[config.mk]
export PLATFORM = sky130hd
export DESIGN_NAME = serial_adder
export DESIGN_NICKNAME = d
export VERILOG_FILES = /design/src/rtl/serial_adder.sv
export SDC_FILE = /design/constraint.sdc
export NUM_CORES = 1
export LEC_CHECK = 0
export CAP_MARGIN = 25
export CORE_UTILIZATION = 65
export DETAILED_ROUTE_END_ITERATION = 8
export DONT_BUFFER_PORTS = 1
export PLACE_DENSITY = 0.81
export SLEW_MARGIN = 30
export SYNTH_ARGS = -nofsm -noshare
export SYNTH_HDL_FRONTEND = slang
export SYNTH_SLANG_ARGS = --single-unit
[constraint.sdc]
create_clock -name clk -period 3.08 [get_ports clk]
set_input_delay 0.154 -clock clk [delete_from_list [all_inputs] [get_ports clk]]
set_output_delay 0.154 -clock clk [all_outputs]
set_load 0.01 [all_outputs]
[src/rtl/serial_adder.sv]
// rtl/serial_adder.sv - bit-serial ripple adder, one full-adder cell, LSB first
module serial_adder #(
  parameter int WIDTH = 8
) (
  input  logic             clk,
  input  logic             rst_n,
  input  logic             start,
  input  logic [WIDTH-1:0] a,
  input  logic [WIDTH-1:0] b,
  input  logic             cin,
  output logic             busy,
  output logic             done,
  output logic [WIDTH-1:0] sum,
  output logic             cout
);

  localparam int CW = (WIDTH > 1) ? $clog2(WIDTH) : 1;

  typedef enum logic {S_IDLE = 1'b0, S_RUN = 1'b1} state_t;

  state_t           r_state;
  state_t           w_state_nxt;
  logic [WIDTH-1:0] r_a_sr;
  logic [WIDTH-1:0] r_b_sr;
  logic [WIDTH-1:0] r_sum_sr;
  logic             r_carry;
  logic [CW-1:0]    r_cnt;

  logic             w_accept;
  logic             w_last;
  logic             w_s;
  logic             w_c;
  logic [WIDTH-1:0] w_sum_next;

  // The single full-adder cell works on the current LSBs and the stored carry.
  assign w_s        = r_a_sr[0] ^ r_b_sr[0] ^ r_carry;
  assign w_c        = (r_a_sr[0] & r_b_sr[0]) | (r_a_sr[0] & r_carry) | (r_b_sr[0] & r_carry);
  assign w_sum_next = {w_s, r_sum_sr[WIDTH-1:1]};
  assign w_accept   = (r_state == S_IDLE) && start;
  assign w_last     = (r_state == S_RUN) && (r_cnt == CW'(WIDTH - 1));

  // State register.
  always_ff @(posedge clk or negedge rst_n) begin
    if (!rst_n) begin
      r_state <= S_IDLE;
    end else begin
      r_state <= w_state_nxt;
    end
  end

  // Next-state: leave IDLE on an accepted start, return after the last bit.
  always_comb begin
    w_state_nxt = r_state;
    case (r_state)
      S_IDLE:  if (start)  w_state_nxt = S_RUN;
      S_RUN:   if (w_last) w_state_nxt = S_IDLE;
      default: w_state_nxt = S_IDLE;
    endcase
  end

  // Outputs decoded from state: busy covers exactly the RUN cycles.
  always_comb begin
    busy = 1'b0;
    if (r_state == S_RUN) busy = 1'b1;
  end

  // Operand/sum shift registers, carry and bit counter; start is ignored while running.
  always_ff @(posedge clk or negedge rst_n) begin
    if (!rst_n) begin
      r_a_sr   <= '0;
      r_b_sr   <= '0;
      r_sum_sr <= '0;
      r_carry  <= 1'b0;
      r_cnt    <= '0;
    end else if (w_accept) begin
      r_a_sr   <= a;
      r_b_sr   <= b;
      r_sum_sr <= '0;
      r_carry  <= cin;
      r_cnt    <= '0;
    end else if (r_state == S_RUN) begin
      r_a_sr   <= r_a_sr >> 1;
      r_b_sr   <= r_b_sr >> 1;
      r_sum_sr <= w_sum_next;
      r_carry  <= w_c;
      r_cnt    <= r_cnt + CW'(1);
    end
  end

  // Result registers are only written at completion so they hold through the next run.
  always_ff @(posedge clk or negedge rst_n) begin
    if (!rst_n) begin
      sum  <= '0;
      cout <= 1'b0;
      done <= 1'b0;
    end else begin
      done <= w_last;
      if (w_last) begin
        sum  <= w_sum_next;
        cout <= w_c;
      end
    end
  end

endmodule

==> results of run 1 <==
-- synth_stat cells --
| library cell | number | area [um^2] |
|---|---|---|
| o21ai_0 | 18 | 90.1 |
| nand2_1 | 20 | 75.1 |
| fa_1 | 1 | 20.0 |
| clkbuf_1 | 1 | 3.75 |
| nand2_2 | 1 | 6.26 |
| buf_2 | 2 | 10.0 |
| nor2_1 | 3 | 11.3 |
| buf_4 | 4 | 30.0 |
| ha_1 | 2 | 25.0 |
| a22o_1 | 4 | 35.0 |
| mux2i_1 | 18 | 180 |
| inv_1 | 2 | 7.51 |
| o21ai_1 | 2 | 10.0 |
| nand2b_1 | 5 | 31.3 |
| mux2_2 | 10 | 113 |
| dfrtp_1 | 38 | 951 |
| buf_6 | 1 | 11.3 |
-- flip-flops by register name (all words and copies together), names as in the netlist --
register,flops
r_carry,1
sum,8
r_a_sr,8
r_state,1
r_b_sr,8
cout,1
r_cnt,3
r_sum_sr,7
done,1
-- per-stage QoR --
step                      hold WS, ns  setup slack, ns  cells  total power [uW]  area [um^2]
after detailed placement       -0.141             1.60    153              1310         1600
after global placement         -0.141             1.65    153              1260         1600
after floorplan                -0.142             1.71    132              1220         1610
after global routing           0.0155             1.35    166              1670         1720
final                          0.0211             1.48    166              1560         1720
after CTS                     0.00575             1.45    166              1590         1720
-- what timing repair did --
| item | in CTS | in global routing |
|---|---|---|
| setup buffers | 0 | 0 |
| endpoints found under the hold margin | 46 | 0 |
| hold buffers | 5 | 0 |
-- worst max path at each step --
stage | end | slack [ns] | cells past startpoint
2_1_floorplan | cout$_DFFE_PN0P_ | 1.71 | 4
3_3_place_gp | sum[1]$_DFFE_PN0P_ | 1.65 | 4
3_5_place_dp | sum[4]$_DFFE_PN0P_ | 1.60 | 4
4_1_cts | busy | 1.45 | 1
5_1_grt | busy | 1.35 | 1
6_report | busy | 1.48 | 1
-- worst reg2reg max path: stages (launching register included) --
cell and delay (ns):
dfrtp_1 0.40, ha_1 0.20, ha_1 0.20, nand2_2 0.20, mux2_2 0.37
-- routing by layer --
layer	share of wire	track usage
met4	0.021	0.108
met2	0.50	0.394
met1	0.44	0.240
met5	0	0
met3	0.045	0.0848
-- cell families after synthesis --
logic type                 after synthesis  synth area share
buffers and inverters                   10            0.0389
and+or+nand+nor                         29            0.0769
DFF                                     38             0.591
muxes                                   28             0.182
adders and majority gates                3            0.0280
AOI/OAI and AO/OA                       24            0.0839
-- area by class of cell --
cell class | count | area, um^2 | area share
Clock inverter | 1 | 5.00 | 0.00291
Tap cell | 28 | 35.0 | 0.0204
Inverter | 2 | 7.51 | 0.00437
Clock buffer | 7 | 55.1 | 0.0320
Timing Repair Buffer | 6 | 67.6 | 0.0393
Sequential cell | 38 | 951 | 0.554
Multi-Input combinational cell | 84 | 597 | 0.347
-- power groups by stage --
stage	clock [uW]	sequential, uW	combinational (uW)
after floorplan	0	832	392
after global placement	0	880	383
after detailed placement	0	893	412
after CTS	273	883	432
after global routing	290	906	475
final	262	879	423
==> impl_metrics.yaml, run 1 <==
outcome:
  status: "complete, no violations"
critical_path:
  r2r_setup_slack_ns: 1.60
  rr_worst_depth: 4
  critical-path-max-stage-delay_ns: 0.71
  slowest_stage: "dfrtp_1"
  cp.arrival_ns: 1.45
  crit_path_max_fanout: 30
  r2r-end: "sum[4]$_DFFE_PN0P_"
  cp-start-kind: "flip-flop"
  worstPathCellList: "buf_4"
  critical_path_class: "reg2out"
  path_buf_inv: 1
  required_ns: 2.93
  end_kind: "output pin"
  crit_start: "r_state$_DFF_PN0_"
  r2r_start: "r_cnt[0]$_DFFE_PN0P_"
  cp_top_family: "flip-flops"
route:
  antenna_left: 0
  vias: 957
  routedWlPerCell_um: 15.2
  drcViolationCount: 0
  routed_via_density: 5.77
  drt_wl_total_mm: 2.52
  drt_iter0_markers: 10
  first_pass_iters: 3
clock_tree:
  clock_sinks: 38
  cts_resized: 0
  root_buffer: "clkbuf_4"
  htree_levels: 2
  cts_tree: "done"
  clock_path_buffers: 2
  numCtsBuffers: 5
  clk_pin_slew_ns: 0.11
  insertion_delay_ns: 0.34
global_route:
  grt_max_degree: 39
  antenna_found_initial: 0
  track_usage: 0.226
  grt_first_pass_wirelength_mm: 4.13
  grt_pass1_vias: 996
  overflow: 0
power_and_ir_drop:
  p_int_uw: 1030
  peakVddDrop_uv: 636
  power.density_nw_per_um2: 911
  clock_power_share: 0.167
  switchingPower_uw: 531
  p_leak_uw: 0.000842
  seq_power_share: 0.562
  p_sw_frac: 0.340
  combPwrFrac: 0.270
sta:
  finalWorstPathRequiredPeriod_ns: 1.60
  grt_setup_unrepaired: "no"
  worst_pin_slew_ns: 0.561
  finalHoldViolations: 0
  setup_viol: 0
  period_share: 0.520
  slew_viol_final: 0
  relSlewSlack: 0.626
  skew_ns: 0.00790
  fmax_mhz: 625
  setup_tns_ns: 0
die:
  die_x_um: 51.8
  fp.dieH_um: 51.8
  die-area_um2: 2680
  initial_core_util: 0.708
  ios: 31
  core_area_um2: 2280
  rows: 17
finish:
  layout_commonest_cell: "dfrtp_1"
  drive_gt1_frac: 0.145
  fillers: 151
  final_cell_mix: "38 x dfrtp_1, 20 x nand2_1, 18 x mux2i_1, 18 x o21ai_0, 10 x mux2_2"
  n_antenna_cell: 0
  syn_to_final_growth_pct: 6.68
  finalCoreUtilization: 0.755
  nets: 160
synth:
  postSynthAreaPerCell_um2: 12.2
  synth_seq_cells: 38
  ys_seq_area_frac: 0.591
  syn-num-nets: 155
  synthCells: 132
  synth_cell_types: 17
  netlist_area_um2: 1610
  ys_warn_count: 0
job:
  drv_cap: 0
min_path:
  whs_endpoint: "r_a_sr[0]$_DFFE_PN0P_"
  worstHoldPathCells: 2
  holdCritStartpoint: "a[0]"
  min_path_type: "in2reg"
placed_design:
  gp_congestion: 0.735
  hpwl_mm: 1.68
  port_buffers: 0
No activity file was read; power rests on OpenSTA's default activity.
==> run 2: changes to the inputs <==
--- a/config.mk
+++ b/config.mk
@@ -6,10 +6,10 @@
 export NUM_CORES = 1
 export LEC_CHECK = 0
 export CAP_MARGIN = 25
-export CORE_UTILIZATION = 65
+export CORE_UTILIZATION = 61
 export DETAILED_ROUTE_END_ITERATION = 8
 export DONT_BUFFER_PORTS = 1
-export PLACE_DENSITY = 0.81
+export PLACE_DENSITY = 0.77
 export SLEW_MARGIN = 30
 export SYNTH_ARGS = -nofsm -noshare
 export SYNTH_HDL_FRONTEND = slang
==> constraint.sdc (replaced) <==
create_clock -name clk -period 1.5 [get_ports clk]
set_input_delay 0.075 -clock clk [delete_from_list [all_inputs] [get_ports clk]]
set_output_delay 0.075 -clock clk [all_outputs]
set_load 0.01 [all_outputs]
==> run 2 against run 1 <==
Effect of this change:
- worst hold slack better by 0.013 ns
- first-iteration DRC count grew 80%
- die area rose by 6.3%
- combinational power grew to 2.5 times the previous value
- critical path depth up 3
- cell area is 12% higher
- worst setup slack got worse by 1.4 ns
- via count up 9.5%
- sequential share of layout area down 6.0 points
- largest power group unchanged
- cell count is 12% higher
==> impl_metrics.yaml, run 2 (synthesis results as in run 1) <==
sta:
  slew_viol_final: 0
  relSlewSlack: 0.792
  grt_setup_unrepaired: "no"
  worst_pin_slew_ns: 0.311
  period_share: 0.970
  fmax_mhz: 687
  finalHoldViolations: 0
  finalWorstPathRequiredPeriod_ns: 1.45
  setup_tns_ns: 0
  fin_hold_ws_ns: 0.0339
  skew_ns: 0.00989
  setup_viol: 0
placed_design:
  hpwl_mm: 1.77
  gp_congestion: 0.741
  placed_cells: 157
  port_buffers: 0
  postPlaceCellArea_um2: 1620
critical_path:
  crit_path_max_fanout: 10
  cp-start-kind: "flip-flop"
  crit_start: "r_cnt[0]$_DFFE_PN0P_"
  r2r_start: "r_cnt[0]$_DFFE_PN0P_"
  critical_path_class: "reg2reg"
  end_kind: "flip-flop"
  required_ns: 1.73
  cp.arrival_ns: 1.68
die:
  ios: 31
  initial_core_util: 0.650
  core_area_um2: 2480
  die-area_um2: 2850
  die_x_um: 53.4
  rows: 18
  fp.dieH_um: 53.4
global_route:
  overflow: 0
  grt_max_degree: 39
  grt_first_pass_wirelength_mm: 4.69
  grt_pass1_vias: 1080
  track_usage: 0.245
  antenna_found_initial: 0
power_and_ir_drop:
  p_int_uw: 2320
  clock_power_share: 0.191
  p_sw_frac: 0.339
  power.density_nw_per_um2: 1820
  power_uw: 3500
  p_leak_uw: 0.000936
  combPwrFrac: 0.302
  switchingPower_uw: 1190
  peakVddDrop_uv: 1420
  seq_power_share: 0.506
clock_tree:
  cts_tree: "done"
  numCtsBuffers: 5
  insertion_delay_ns: 0.34
  htree_levels: 2
  post_cts.repair.setup_buffers: 0
  clock_path_buffers: 2
  root_buffer: "clkbuf_4"
  clk_pin_slew_ns: 0.11
  clock_sinks: 38
finish:
  n_antenna_cell: 0
  final_cell_mix: "38 x dfrtp_1, 20 x nand2_1, 19 x dlygate4sd3_1"
  fin_cells: 186
  design_area_um2: 1930
  syn_to_final_growth_pct: 19.7
  reg_top3: "r_a_sr (8), r_b_sr (8), sum (8)"
  drive_gt1_frac: 0.154
  layout_commonest_cell: "dfrtp_1"
  nets: 178
route:
  drt_wl_total_mm: 2.92
  drcViolationCount: 0
  routedWlPerCell_um: 15.7
  drt_iter0_markers: 18
  antenna_left: 0
  first_pass_iters: 4
  routed_via_density: 5.63
  vias: 1048
min_path:
  holdCritStartpoint: "start"
  min_path_type: "in2reg"
job:
  drv_cap: 0
outcome:
  status: "complete, no violations"
## run 2: stage by stage
stage | util | worst slack, ns
after floorplan | - | 0.130
after global placement | 0.652 | 0.0654
after detailed placement | 0.652 | -0.00773
after CTS | 0.778 | 0.0389
after global routing | 0.778 | 0.00455
final | 0.778 | 0.0454
## run 2: worst paths after layout
path	endpoint	slack, ns	cells after the start
worst max-delay path	sum[4]$_DFFE_PN0P_	0.05	4
worst min-delay path	r_cnt[1]$_DFFE_PN0P_	0.03	2
worst max register to register	sum[4]$_DFFE_PN0P_	0.05	4
worst min register to register	r_a_sr[1]$_DFFE_PN0P_	0.49	2
max in group asynchronous	r_a_sr[3]$_DFFE_PN0P_	1.13	2
min in group asynchronous	done$_DFF_PN0_	0.17	2
## run 2: layer usage
| metal | track usage | vias to the layer above | share of wire |
|---|---|---|---|
| met5 | 0 | - | 0 |
| met4 | 0.127 | 0 | 0.013 |
| met3 | 0.0833 | 5 | 0.057 |
| met2 | 0.394 | 27 | 0.51 |
| met1 | 0.286 | 518 | 0.42 |
| li1 | - | 498 | - |
## run 2: final cells by class
class | instances | area [um^2]
Clock buffer | 5 | 37.5
Clock inverter | 3 | 40.0
Fill cell | 167 | 549
Inverter | 2 | 7.51
Multi-Input combinational cell | 84 | 602
Sequential cell | 38 | 951
Tap cell | 30 | 37.5
Timing Repair Buffer | 24 | 253
## run 2: repair_timing
item                                    CTS  global route
hold buffers                             21             0
endpoints found under the hold margin    61             0
gates resized for setup                   1             0
endpoints found under the setup margin    9             0
## run 2: critical path: stages, from the launching register on
cell and delay (ns):
dfrtp_1 0.41, ha_1 0.21, ha_1 0.22, nand2_4 0.15, mux2_2 0.35
## run 2: power groups by stage
stage	clock [uW]	combinational, uW	sequential, uW
2_1_floorplan	0	805	1710
3_3_place_gp	0	890	1760
3_5_place_dp	0	958	1780
4_1_cts	697	1060	1770
5_1_grt	731	1200	1820
6_report	670	1060	1770
